<file path="config.mk">
export PLATFORM = sky130hd
export DESIGN_NAME = mc_step_sequencer
export DESIGN_NICKNAME = d
export VERILOG_FILES = /design/src/rtl/mc_pkg.sv /design/src/rtl/mc_wait_timer.sv /design/src/rtl/mc_step_sequencer.sv
export SDC_FILE = /design/constraint.sdc
export NUM_CORES = 1
export LEC_CHECK = 0
export CAP_MARGIN = 20
export CORE_MARGIN = 10
export CORE_UTILIZATION = 55
export CTS_BUF_LIST = sky130_fd_sc_hd__clkbuf_4 sky130_fd_sc_hd__clkbuf_8
export CTS_CLUSTER_SIZE = 8
export DETAILED_ROUTE_END_ITERATION = 12
export GPL_ROUTABILITY_DRIVEN = 1
export PLACE_DENSITY = 0.83
export REMOVE_ABC_BUFFERS = 1
export SLEW_MARGIN = 20
export SYNTH_ARGS = -nofsm -noshare
export SYNTH_HDL_FRONTEND = slang
export SYNTH_SLANG_ARGS = --single-unit
</file>
<file path="constraint.sdc">
create_clock -name clk -period 3.8 [get_ports clk]
set_input_delay 0.38 -clock clk [delete_from_list [all_inputs] [get_ports clk]]
set_output_delay 0.38 -clock clk [all_outputs]
set_load 0.02 [all_outputs]
</file>
<file path="src/rtl/mc_pkg.sv">
// Shared types and constants for the multicycle step sequencer:
// FSM states, opcode classes and the step codes fed to the dec16 timing decoder.
package mc_pkg;

    typedef enum logic [2:0] {
        S_IDLE,
        S_FETCH,
        S_DECODE,
        S_EXEC,
        S_MEM,
        S_WB,
        S_HALTED
    } state_t;

    localparam logic [3:0] OP_NOP   = 4'h0;
    localparam logic [3:0] OP_LOAD  = 4'h8;
    localparam logic [3:0] OP_STORE = 4'h9;
    localparam logic [3:0] OP_JMP   = 4'hA;
    localparam logic [3:0] OP_HALT  = 4'hF;

    localparam logic [3:0] T_FETCH  = 4'd0;
    localparam logic [3:0] T_DECODE = 4'd1;
    localparam logic [3:0] T_EXEC   = 4'd2;
    localparam logic [3:0] T_MEM    = 4'd3;
    localparam logic [3:0] T_WB_ALU = 4'd3;
    localparam logic [3:0] T_WB_LD  = 4'd4;

    function automatic logic is_alu(input logic [3:0] op);
        return (op >= 4'd1) && (op <= 4'd7);
    endfunction

    function automatic logic is_illegal(input logic [3:0] op);
        return (op >= 4'hB) && (op <= 4'hE);
    endfunction

endpackage

</file>
<file path="src/rtl/mc_wait_timer.sv">
// Memory wait-state counter; expires once WAIT_MAX wait cycles have elapsed.
module mc_wait_timer
    import mc_pkg::*;
#(
    parameter int WAIT_MAX = 15,
    parameter int WAIT_W   = 8
) (
    input  logic clk,
    input  logic rst_n,
    input  logic i_clear,
    input  logic i_inc,
    output logic o_expired
);

    localparam logic [WAIT_W-1:0] LIMIT = WAIT_W'(WAIT_MAX);

    logic [WAIT_W-1:0] r_waitCnt;

    always_ff @(posedge clk or negedge rst_n) begin
        if (!rst_n) begin
            r_waitCnt <= '0;
        end else if (i_clear) begin
            r_waitCnt <= '0;
        end else if (i_inc && !o_expired) begin
            r_waitCnt <= r_waitCnt + 1'b1;
        end
    end

    assign o_expired = (r_waitCnt >= LIMIT);

endmodule

</file>
<file path="src/rtl/mc_step_sequencer.sv">
// Multicycle control sequencer: steps each instruction through FETCH/DECODE/EXEC/MEM/WB,
// emits the datapath strobes and the registered step code for the dec16 timing decoder.
module mc_step_sequencer
    import mc_pkg::*;
#(
    parameter int WAIT_MAX = 15,
    parameter int WAIT_W   = 8
) (
    input  logic       clk,
    input  logic       rst_n,
    input  logic       start,
    input  logic       halt_req,
    input  logic [3:0] opcode,
    input  logic       mem_ready,
    output logic [3:0] step,
    output logic       mem_req,
    output logic       mem_we,
    output logic       ir_load,
    output logic       pc_inc,
    output logic       pc_load,
    output logic       alu_go,
    output logic       reg_we,
    output logic       busy,
    output logic       done,
    output logic       illegal,
    output logic       timeout
);

    state_t     r_state;
    logic [3:0] r_step;
    logic [3:0] r_opQ;
    logic       r_busy;
    logic       r_done;
    logic       r_illegal;
    logic       r_timeout;

    state_t     w_next;
    state_t     w_endNext;
    logic [3:0] w_stepNext;
    logic       w_setIllegal;
    logic       w_setTimeout;
    logic       w_clrFlags;
    logic       w_waitInc;
    logic       w_waitClr;
    logic       w_expired;

    assign w_waitInc = ((r_state == S_FETCH) || (r_state == S_MEM)) && !mem_ready;
    assign w_waitClr = (w_next != r_state);

    mc_wait_timer #(
        .WAIT_MAX (WAIT_MAX),
        .WAIT_W   (WAIT_W)
    ) u_waitTimer (
        .clk       (clk),
        .rst_n     (rst_n),
        .i_clear   (w_waitClr),
        .i_inc     (w_waitInc),
        .o_expired (w_expired)
    );

    // END is not a cycle of its own: the last step of an instruction jumps straight on.
    always_comb begin
        w_endNext    = halt_req ? S_HALTED : S_FETCH;
        w_next       = r_state;
        w_setIllegal = 1'b0;
        w_setTimeout = 1'b0;
        w_clrFlags   = 1'b0;
        case (r_state)
            S_IDLE, S_HALTED: begin
                if (start) begin
                    w_next     = S_FETCH;
                    w_clrFlags = 1'b1;
                end
            end
            S_FETCH: begin
                if (mem_ready) begin
                    w_next = S_DECODE;
                end else if (w_expired) begin
                    w_next       = S_HALTED;
                    w_setTimeout = 1'b1;
                end
            end
            S_DECODE: begin
                if (opcode == OP_NOP) begin
                    w_next = w_endNext;
                end else if (opcode == OP_HALT) begin
                    w_next = S_HALTED;
                end else if (is_illegal(opcode)) begin
                    w_next       = S_HALTED;
                    w_setIllegal = 1'b1;
                end else begin
                    w_next = S_EXEC;
                end
            end
            S_EXEC: begin
                if (is_alu(r_opQ)) begin
                    w_next = S_WB;
                end else if ((r_opQ == OP_LOAD) || (r_opQ == OP_STORE)) begin
                    w_next = S_MEM;
                end else begin
                    w_next = w_endNext;
                end
            end
            S_MEM: begin
                if (mem_ready) begin
                    w_next = (r_opQ == OP_LOAD) ? S_WB : w_endNext;
                end else if (w_expired) begin
                    w_next       = S_HALTED;
                    w_setTimeout = 1'b1;
                end
            end
            S_WB: begin
                w_next = w_endNext;
            end
            default: begin
                w_next = S_IDLE;
            end
        endcase
    end

    // The step code is a pure function of where the instruction lands next.
    always_comb begin
        case (w_next)
            S_DECODE: w_stepNext = T_DECODE;
            S_EXEC:   w_stepNext = T_EXEC;
            S_MEM:    w_stepNext = T_MEM;
            S_WB:     w_stepNext = (r_opQ == OP_LOAD) ? T_WB_LD : T_WB_ALU;
            default:  w_stepNext = T_FETCH;
        endcase
    end

    always_ff @(posedge clk or negedge rst_n) begin
        if (!rst_n) begin
            r_state   <= S_IDLE;
            r_step    <= T_FETCH;
            r_opQ     <= OP_NOP;
            r_busy    <= 1'b0;
            r_done    <= 1'b0;
            r_illegal <= 1'b0;
            r_timeout <= 1'b0;
        end else begin
            r_state <= w_next;
            r_step  <= w_stepNext;
            r_busy  <= (w_next != S_IDLE) && (w_next != S_HALTED);
            r_done  <= (w_next == S_HALTED);
            if (r_state == S_DECODE) begin
                r_opQ <= opcode;
            end
            if (w_clrFlags) begin
                r_illegal <= 1'b0;
                r_timeout <= 1'b0;
            end
            if (w_setIllegal) begin
                r_illegal <= 1'b1;
            end
            if (w_setTimeout) begin
                r_timeout <= 1'b1;
            end
        end
    end

    assign step    = r_step;
    assign busy    = r_busy;
    assign done    = r_done;
    assign illegal = r_illegal;
    assign timeout = r_timeout;

    assign mem_req = (r_state == S_FETCH) || (r_state == S_MEM);
    assign mem_we  = (r_state == S_MEM) && (r_opQ == OP_STORE);
    assign ir_load = (r_state == S_FETCH) && mem_ready;
    assign pc_inc  = (r_state == S_DECODE);
    assign alu_go  = (r_state == S_EXEC);
    assign pc_load = (r_state == S_EXEC) && (r_opQ == OP_JMP);
    assign reg_we  = (r_state == S_WB);

endmodule

</file>
==> After elaboration in Yosys (flattened, before gate mapping) <==
Index checks and enable logic that the tools add are counted.
{ "op_classes": {"shifts": 0, "n_reduce_logical": 20, "bitwise": 0, "magnitude_cmp": 5, "n_eq_ne": 17, "addsub": 1, "mul": 0, "n_div": 0, "n_mux": 28} }
{ "op_table": {"columns": ["op", "n"], "rows": [
  ["3-bit 2-to-1 mux", 12],
  ["3-bit equality test (second input constant)", 6],
  ["3-bit case mux with 6 select lines", 1],
  ["4-bit equality test (second input constant)", 4],
  ["8-bit 2-to-1 mux", 2],
  ["3-bit by 2-bit equality test with 1-bit output (second input constant)", 4],
  ["1-bit 2-to-1 mux", 12],
  ["3-bit case mux with 4 select lines", 1],
  ["8-bit by 1-bit adder with 8-bit output (second input constant)", 1],
  ["8-bit by 4-bit >= comparator with 1-bit output (second input constant)", 1],
  ["1-bit logical AND", 8],
  ["2-bit nonzero test", 3],
  ["4-bit by 1-bit >= comparator with 1-bit output (second input constant)", 1],
  ["4-bit >= comparator (second input constant)", 1],
  ["4-bit by 3-bit less-or-equal comparator with 1-bit output (second input constant)", 1],
  ["4-bit less-or-equal comparator (second input constant)", 1],
  ["4-bit zero test", 1],
  ["2-bit OR reduction", 2],
  ["3-bit by 1-bit equality test with 1-bit output (second input constant)", 1],
  ["3-bit zero test", 1],
  ["3-bit != test", 1],
  ["3-bit != test (second input constant)", 1],
  ["3-bit nonzero test", 1],
  ["1-bit zero test", 2],
  ["1-bit logical OR", 2]
]} }
{ "totals": {"reg_bits": 23, "n_memories": 0, "mem_bits_rw": 0, "inputBits": 9, "romBits": 0, "latchBits": 0, "elab_cells": 79} }

==> Longest topological paths before layout <==
Gate-level depths: netlist of the first run.
{ "depth": {"ltp_word": 8, "ltp_mapped": 7, "mapped_depth_nobuf": 7} }

==> Hierarchy <==
From an unflattened synthesis of the first run, not the netlist that was laid out.
{ "hier_totals": {"cells_unflattened": 143, "hier_area_um2": 1322.5} }
{ "modules_own_cells": {"columns": ["mod", "area_each_um2", "instances", "seq_area_each_um2", "cells_each"], "rows": [
  ["mc_step_sequencer", 953.4, 1, 350.3, 110],
  ["mc_wait_timer", 369.1, 1, 200.2, 33]
]} }

==> Worst setup path before layout of the first run <==
OpenSTA, ideal clock, no wires.
{ "synth_timing": {"kind": "flip-flop to output port", "from": "register r_state[0]", "to": "output port ir_load", "path_buffers": 1, "path_stages_with_launch": 6, "t_required_ns": 3.420, "arrival_ns": 1.958, "path_slack_ns": 1.462, "path_cell_list": "dfrtp_1 > buf_2 > xor2_1 > nor2b_1 > a21oi_4 > nor3_1"} }
{ "synth_via": {"elab_chain_cells": 2} }
{ "synth_lines": {"columns": ["item", "line_no", "source"], "rows": [
  ["start, declared", "mc_step_sequencer.sv:29", "state_t r_state;"],
  ["start signal, assigned", "mc_step_sequencer.sv:142", "r_state <= w_next;"],
  ["3-bit by 1-bit equality test with 1-bit output", "mc_step_sequencer.sv:170", "assign ir_load = (r_state == S_FETCH) && mem_ready;"],
  ["1-bit logical AND", "mc_step_sequencer.sv:170", null],
  ["end, declared", "mc_step_sequencer.sv:18", "output logic ir_load,"]
]} }
No other way between the ends.

==> results of run 1 <==
Yosys cell counts, types with 2 or more instances:
cell                        n
sky130_fd_sc_hd__dfrtp_1   22
sky130_fd_sc_hd__nor2_1     8
sky130_fd_sc_hd__nand2_1    7
sky130_fd_sc_hd__nand3_1    7
sky130_fd_sc_hd__nor4bb_1   6
sky130_fd_sc_hd__inv_1      5
sky130_fd_sc_hd__mux2_2     4
sky130_fd_sc_hd__nand2b_1   4
sky130_fd_sc_hd__nor2b_1    4
sky130_fd_sc_hd__nor4b_1    4
sky130_fd_sc_hd__and2_1     3
sky130_fd_sc_hd__buf_2      3
sky130_fd_sc_hd__xnor2_1    3
sky130_fd_sc_hd__xor2_1     3
sky130_fd_sc_hd__a32o_1     2
sky130_fd_sc_hd__and3_1     2
sky130_fd_sc_hd__nand4_1    2
sky130_fd_sc_hd__nor3_1     2
sky130_fd_sc_hd__nor3b_4    2
sky130_fd_sc_hd__nor4_1     2
sky130_fd_sc_hd__o21a_1     2
sky130_fd_sc_hd__o21ai_0    2
sky130_fd_sc_hd__o22ai_1    2
layer usage:
layer / routed length, um / vias to the layer above / global-route usage
met4: 40 / 0 / 0.0304
met1: 1470 / 543 / 0.171
met2: 1470 / 30 / 0.208
met5: 0 / - / 0
met3: 182 / 5 / 0.0300
li1: - / 513 / -
logic make-up after synthesis:
logic type | synth area share
AND/OR/NAND/NOR | 0.303
flip-flops | 0.406
AO/OA/AOI/OAI | 0.155
buffers and inverters | 0.0332
XOR/XNOR | 0.0507
multiplexers | 0.0406
adder cells (fa/ha/maj) | 0.00922
other | 0.00276
final cells by class:
type / count / share of cell area
flip-flops and latches: 22 / 0.339
repair buffers: 22 / 0.135
multi-input cells: 94 / 0.468
well taps: 28 / 0.0216
clock buffers: 4 / 0.0223
inverters: 6 / 0.0139
cell usage in the layout (no fill, tap or decap), types with 4 or more instances in the layout:
master	n
sky130_fd_sc_hd__nor4b_1	4
sky130_fd_sc_hd__nor2b_1	4
sky130_fd_sc_hd__mux2_2	4
sky130_fd_sc_hd__nand2b_1	4
sky130_fd_sc_hd__clkdlybuf4s50_1	22
sky130_fd_sc_hd__dfrtp_1	22
sky130_fd_sc_hd__nor2_1	8
sky130_fd_sc_hd__nand2_1	7
sky130_fd_sc_hd__inv_1	5
sky130_fd_sc_hd__nand3_1	7
sky130_fd_sc_hd__nor4bb_1	6
stage by stage:
stage	std cells	hold WS [ns]	cell area (um^2)	setup WS [ns]
final	176	0.512	1630	0.573
after global placement	172	0.483	1590	0.662
after floorplan	122	0.0844	1330	1.46
after CTS	176	0.516	1630	0.566
after global routing	176	0.544	1630	0.464
after detailed placement	172	0.487	1590	0.596
registers in the layout, summed over array words and instances (netlist names):
| register | cells |
|---|---|
| r_opQ | 4 |
| timeout | 1 |
| u_waitTimer.r_waitCnt | 8 |
| illegal | 1 |
| busy | 1 |
| done | 1 |
| step | 3 |
| r_state | 3 |
worst paths after layout:
check	end	slack (ns)
max	ir_load	0.57
min	illegal$_DFFE_PN0P_	0.51
max reg2reg	u_waitTimer.r_waitCnt[6]$_DFFE_PN0P_	1.47
min reg2reg	illegal$_DFFE_PN0P_	0.51
max in group asynchronous	timeout$_DFFE_PN0P_	2.62
min in group asynchronous	r_opQ[3]$_DFFE_PN0P_	0.59
where the power goes:
group / total (uW) / leakage [uW] / internal [uW] / switching [uW]
Combinational: 814 / 0.000384 / 362 / 452
Sequential: 404 / 0.000286 / 301 / 102
Clock: 130 / 0.0000210 / 58.5 / 71.8
==> flow_metrics.tcl, run 1 <==
set metrics [dict create \
    status "complete, no violations" \
    syn_inst 126 \
    report.final.slew_viol_count 0 \
    skew_ns 0.00369 \
    power_density_nw_per_um2 829 \
    grt_pass1_vias 1156 \
    path_delay_family "buffers and inverters" \
    report.final.setup_viol 0 \
    leakage_power_total_uw 0.000691 \
    timing.critical_path.required_ns 3.42 \
    dieWidth_um 69.7 \
    utilization 0.714 \
    min_period_over_period 0.849 \
    layout.filler_cells 171 \
    buffer_depth_of_the_longest_clock_path 2 \
    tritoncts "done" \
    drt_first_iter_violations 129 \
    numCtsBuffers 3 \
    drive_gt1_frac 0.155 \
    post_layout_net_count 159 \
    ir_drop_mv 0.624 \
    gr-usage-all-layers 0.130 \
    synth-seq-area-share 0.406 \
    worstSetupEndpointType "output port" \
    timing.slew.headroom 0.354 \
    total_via_count_after_detailed_routing 1091 \
    unrepaired_setup_endpoints_after_global_routing "false" \
    hold_path_class "reg -> reg" \
    detailedRoute.firstPassIterationCount 4 \
    h-tree-depth 1 \
    fp-row-count 17 \
    critical_path.max_stage_delay_ns 0.65 \
    synthFlopType "sky130_fd_sc_hd__dfrtp_1" \
    async_s_r_ff_share_synth 1.00 \
    cp_cell_sequence "clkdlybuf4s50_1 -> or4_4 -> a2bb2oi_2 -> a22oi_2 -> nand4_2 -> nor3_1 -> clkdlybuf4s50_1" \
    gp_routability_congestion 0.901 \
    grt_overflow_total 0 \
    synth-edff-count 0 \
    critical_path_buf_inv_count 2 \
    drc_errors 0 \
    yosys_warnings 0 \
    min_path_cells 1 \
    routed_wirelength_um 3170 \
    clock_period_minus_worst_slack_ns 3.23 \
    antenna_violations_before_repair 0 \
    start_kind "input pin" \
    synth_area_um2 1360 \
    floorplan.initialDensity 0.596 \
    achievable-frequency_ghz 0.310 \
    n_antenna_cell 0 \
    area.growth.synth_to_final_pct 19.8 \
    post_synth.cell_area_avg_um2 10.8 \
    power.total_uw 1350 \
    worst_path_depth 7 \
    io_pins 24 \
    ctsHoldBuffers 0 \
    die-height_um 69.7 \
    rr_worst_depth 6 \
    sum_of_net_half_perimeters_after_detailed_placement_um 2400 \
    portBuffers 22 \
    cts.clk_slew.worst_paths_ns 0.12 \
    post_cts_resize_count 0 \
    synth_seq_cells 22 \
    wl_per_cell_um 18.0 \
    routed_via_density 6.20 \
    ant_nets 0 \
    insertion_delay_ns 0.31 \
    core_region_area_um2 2280 \
    multi_input_area_um2 761 \
    crit-reg2reg-launch "r_opQ[0]$_DFFE_PN0P_" \
    grt_max_degree 23 \
    worst_setup_path_startpoint "opcode[0]" \
    arrival_ns 2.85 \
    die_area_um2 4850 \
    sequential_cell_area_um2 551 \
    worst_path_most_repeated_cell "sky130_fd_sc_hd__clkdlybuf4s50_1" \
    most_area_hungry_cell_type_in_the_yosys_netlist "sky130_fd_sc_hd__dfrtp_1" \
    critical_path_peak_fanout 6 \
    finalHoldViolCount 0 \
    synth_top_cells_by_area "sky130_fd_sc_hd__dfrtp_1, sky130_fd_sc_hd__nor4bb_1, sky130_fd_sc_hd__mux2_2" \
    critical_path_class "in -> out" \
    crit_slowest_cell "sky130_fd_sc_hd__clkdlybuf4s50_1" \
    totalNegativeSetupSlack_ns 0 \
    cap_viol_max_count 0 \
    synthDistinctLibCells 48 \
    worst_hold_startpoint "illegal$_DFFE_PN0P_" \
    grt_pass1_wl_um 5510 \
    post-cts-setup-buffers 0 \
    clock_sink_count 22 \
    synth_top_cell_area_share 0.406 \
    max_slew.worst_pin.slew_ns 0.966 \
    clock_tree.root_cell "sky130_fd_sc_hd__clkbuf_4" \
]
Note: power is estimated with default switching activity, not from simulation.
==> run 2, diff against run 1 <==
- CORE_UTILIZATION: 55 -> 54
- PLACE_DENSITY: 0.83 -> 0.82
- clock period: 3.8 -> 3.14 ns (I/O delays scaled with it)
==> flow_metrics.tcl, run 2 (synthesis results as in run 1) <==
set metrics [dict create \
    grt_max_degree 23 \
    reg.largest.list "u_waitTimer.r_waitCnt: 8 flops, r_opQ: 4 flops" \
    h-tree-depth 1 \
    total_via_count_after_detailed_routing 1085 \
    hold_path_class "reg -> reg" \
    skew_ns 0.00409 \
    achievable-frequency_ghz 0.363 \
    sum_of_net_half_perimeters_after_detailed_placement_um 2430 \
    wl_per_cell_um 18.5 \
    start_kind "input pin" \
    io_pins 24 \
    n_antenna_cell 0 \
    post_layout_net_count 162 \
    core_region_area_um2 2430 \
    die-height_um 70.1 \
    timing.critical_path.required_ns 2.83 \
    unrepaired_setup_endpoints_after_global_routing "false" \
    timing.slew.headroom 0.356 \
    grt_pass1_wl_um 5340 \
    drt_first_iter_violations 65 \
    grt_overflow_total 0 \
    numCtsBuffers 3 \
    dieWidth_um 70.1 \
    max_flop_register "u_waitTimer.r_waitCnt" \
    gp_routability_congestion 0.902 \
    report.final.slew_viol_count 0 \
    max_slew.worst_pin.slew_ns 0.962 \
    power_density_nw_per_um2 1040 \
    report.final.setup_viol 0 \
    worstSetupEndpointType "output port" \
    min_period_over_period 0.878 \
    totalNegativeSetupSlack_ns 0 \
    ir_drop_mv 0.771 \
    largest_register_ffs 8 \
    drive_gt1_frac 0.179 \
    grt_pass1_vias 1063 \
    layout.cells.most_common "sky130_fd_sc_hd__dfrtp_1" \
    critical_path_peak_fanout 4 \
    insertion_delay_ns 0.30 \
    status "complete, no violations" \
    utilization 0.689 \
    antenna_violations_before_repair 0 \
    routed_wirelength_um 3350 \
    area.growth.synth_to_final_pct 23.5 \
    floorplan.initialDensity 0.558 \
    ant_nets 0 \
    layout_common_cells "sky130_fd_sc_hd__dfrtp_1, sky130_fd_sc_hd__clkdlybuf4s50_1, sky130_fd_sc_hd__nor2_1, sky130_fd_sc_hd__nand3_1, sky130_fd_sc_hd__nand2_1" \
    gr-usage-all-layers 0.130 \
    cap_viol_max_count 0 \
    drc_errors 0 \
    detailedRoute.firstPassIterationCount 4 \
    clock_sink_count 22 \
    finalHoldViolCount 0 \
    power.total_uw 1740 \
    fp-row-count 18 \
    clock_tree.root_cell "sky130_fd_sc_hd__clkbuf_4" \
    leakage_power_total_uw 0.000728 \
    die_area_um2 4920 \
    cts.clk_slew.worst_paths_ns 0.12 \
    routed_via_density 5.99 \
    portBuffers 22 \
    tritoncts "done" \
    buffer_depth_of_the_longest_clock_path 2 \
    arrival_ns 2.44 \
    clock_period_minus_worst_slack_ns 2.76 \
    critical_path_class "in -> out" \
    layout.filler_cells 180 \
]
run 2: cell types whose count changed in the layout (fill, tap and decap cells not counted), sizes merged:
cell,delta
bufinv,+1
buf,+3
clkdlybuf4s50,-1
clkbuf,-1
dlymetal6s2s,+1
run 2: per-layer routing:
layer	wire length [um]	track usage
met4	39	0.0439
met2	1640	0.220
met1	1520	0.156
met5	0	0
met3	158	0.0311
run 2: timing repair:
| action | 4_1_cts | 5_1_grt |
|---|---|---|
| setup endpoints to repair | 0 | 1 |
| hold buffers | 0 | 0 |
| setup buffers | 0 | 0 |
| resized for setup | 0 | 2 |
run 2: worst paths after layout:
path                                 startpoint                                    to  slack (ns)  depth (start not counted)
max in group asynchronous                 rst_n                  r_opQ[0]$_DFFE_PN0P_        2.03                          1
setup reg to reg           r_opQ[0]$_DFFE_PN0P_  u_waitTimer.r_waitCnt[4]$_DFFE_PN0P_        0.86                          6
setup / recovery                      opcode[0]                               ir_load        0.38                          8
min in group asynchronous                 rst_n                   timeout$_DFFE_PN0P_        0.53                          1
hold reg to reg             timeout$_DFFE_PN0P_                   timeout$_DFFE_PN0P_        0.52                          1
hold / removal              timeout$_DFFE_PN0P_                   timeout$_DFFE_PN0P_        0.52                          1
run 2: per-stage QoR:
stage / setup WS (ns) / hold slack, ns / std cells / area (um^2)
floorplan: 0.864 / 0.0184 / 122 / 1330
global route: 0.334 / 0.550 / 181 / 1680
global placement: 0.175 / 0.481 / 177 / 1610
CTS: 0.0461 / 0.523 / 181 / 1670
finish: 0.384 / 0.516 / 181 / 1680
detailed placement: 0.108 / 0.495 / 177 / 1610
run 2: cell type report:
type                       count  area [um^2]  share of cell area
multi-input combinational     94          767               0.458
sequential                    22          551               0.329
timing repair buffer          25          245               0.146
tap                           30         37.5              0.0224
clock inverter                 1         30.0              0.0179
clock buffer                   3         22.5              0.0134
inverter                       6         22.5              0.0134
run 2: power breakdown:
group	switching, uW	leakage [uW]	internal [uW]
clock network	85.0	0.0000279	129
logic	567	0.000414	473
registers	125	0.000286	365
total	777	0.000728	967
run 2: worst max-delay path, cell delays in order:
cell and delay (ns):
sky130_fd_sc_hd__clkdlybuf4s50_1 0.50, sky130_fd_sc_hd__or4_4 0.58, sky130_fd_sc_hd__a2bb2oi_2 0.16, sky130_fd_sc_hd__a211o_1 0.36, sky130_fd_sc_hd__nor3b_4 0.19, sky130_fd_sc_hd__inv_1 0.08, sky130_fd_sc_hd__nor3_1 0.05, sky130_fd_sc_hd__dlymetal6s2s_1 0.21
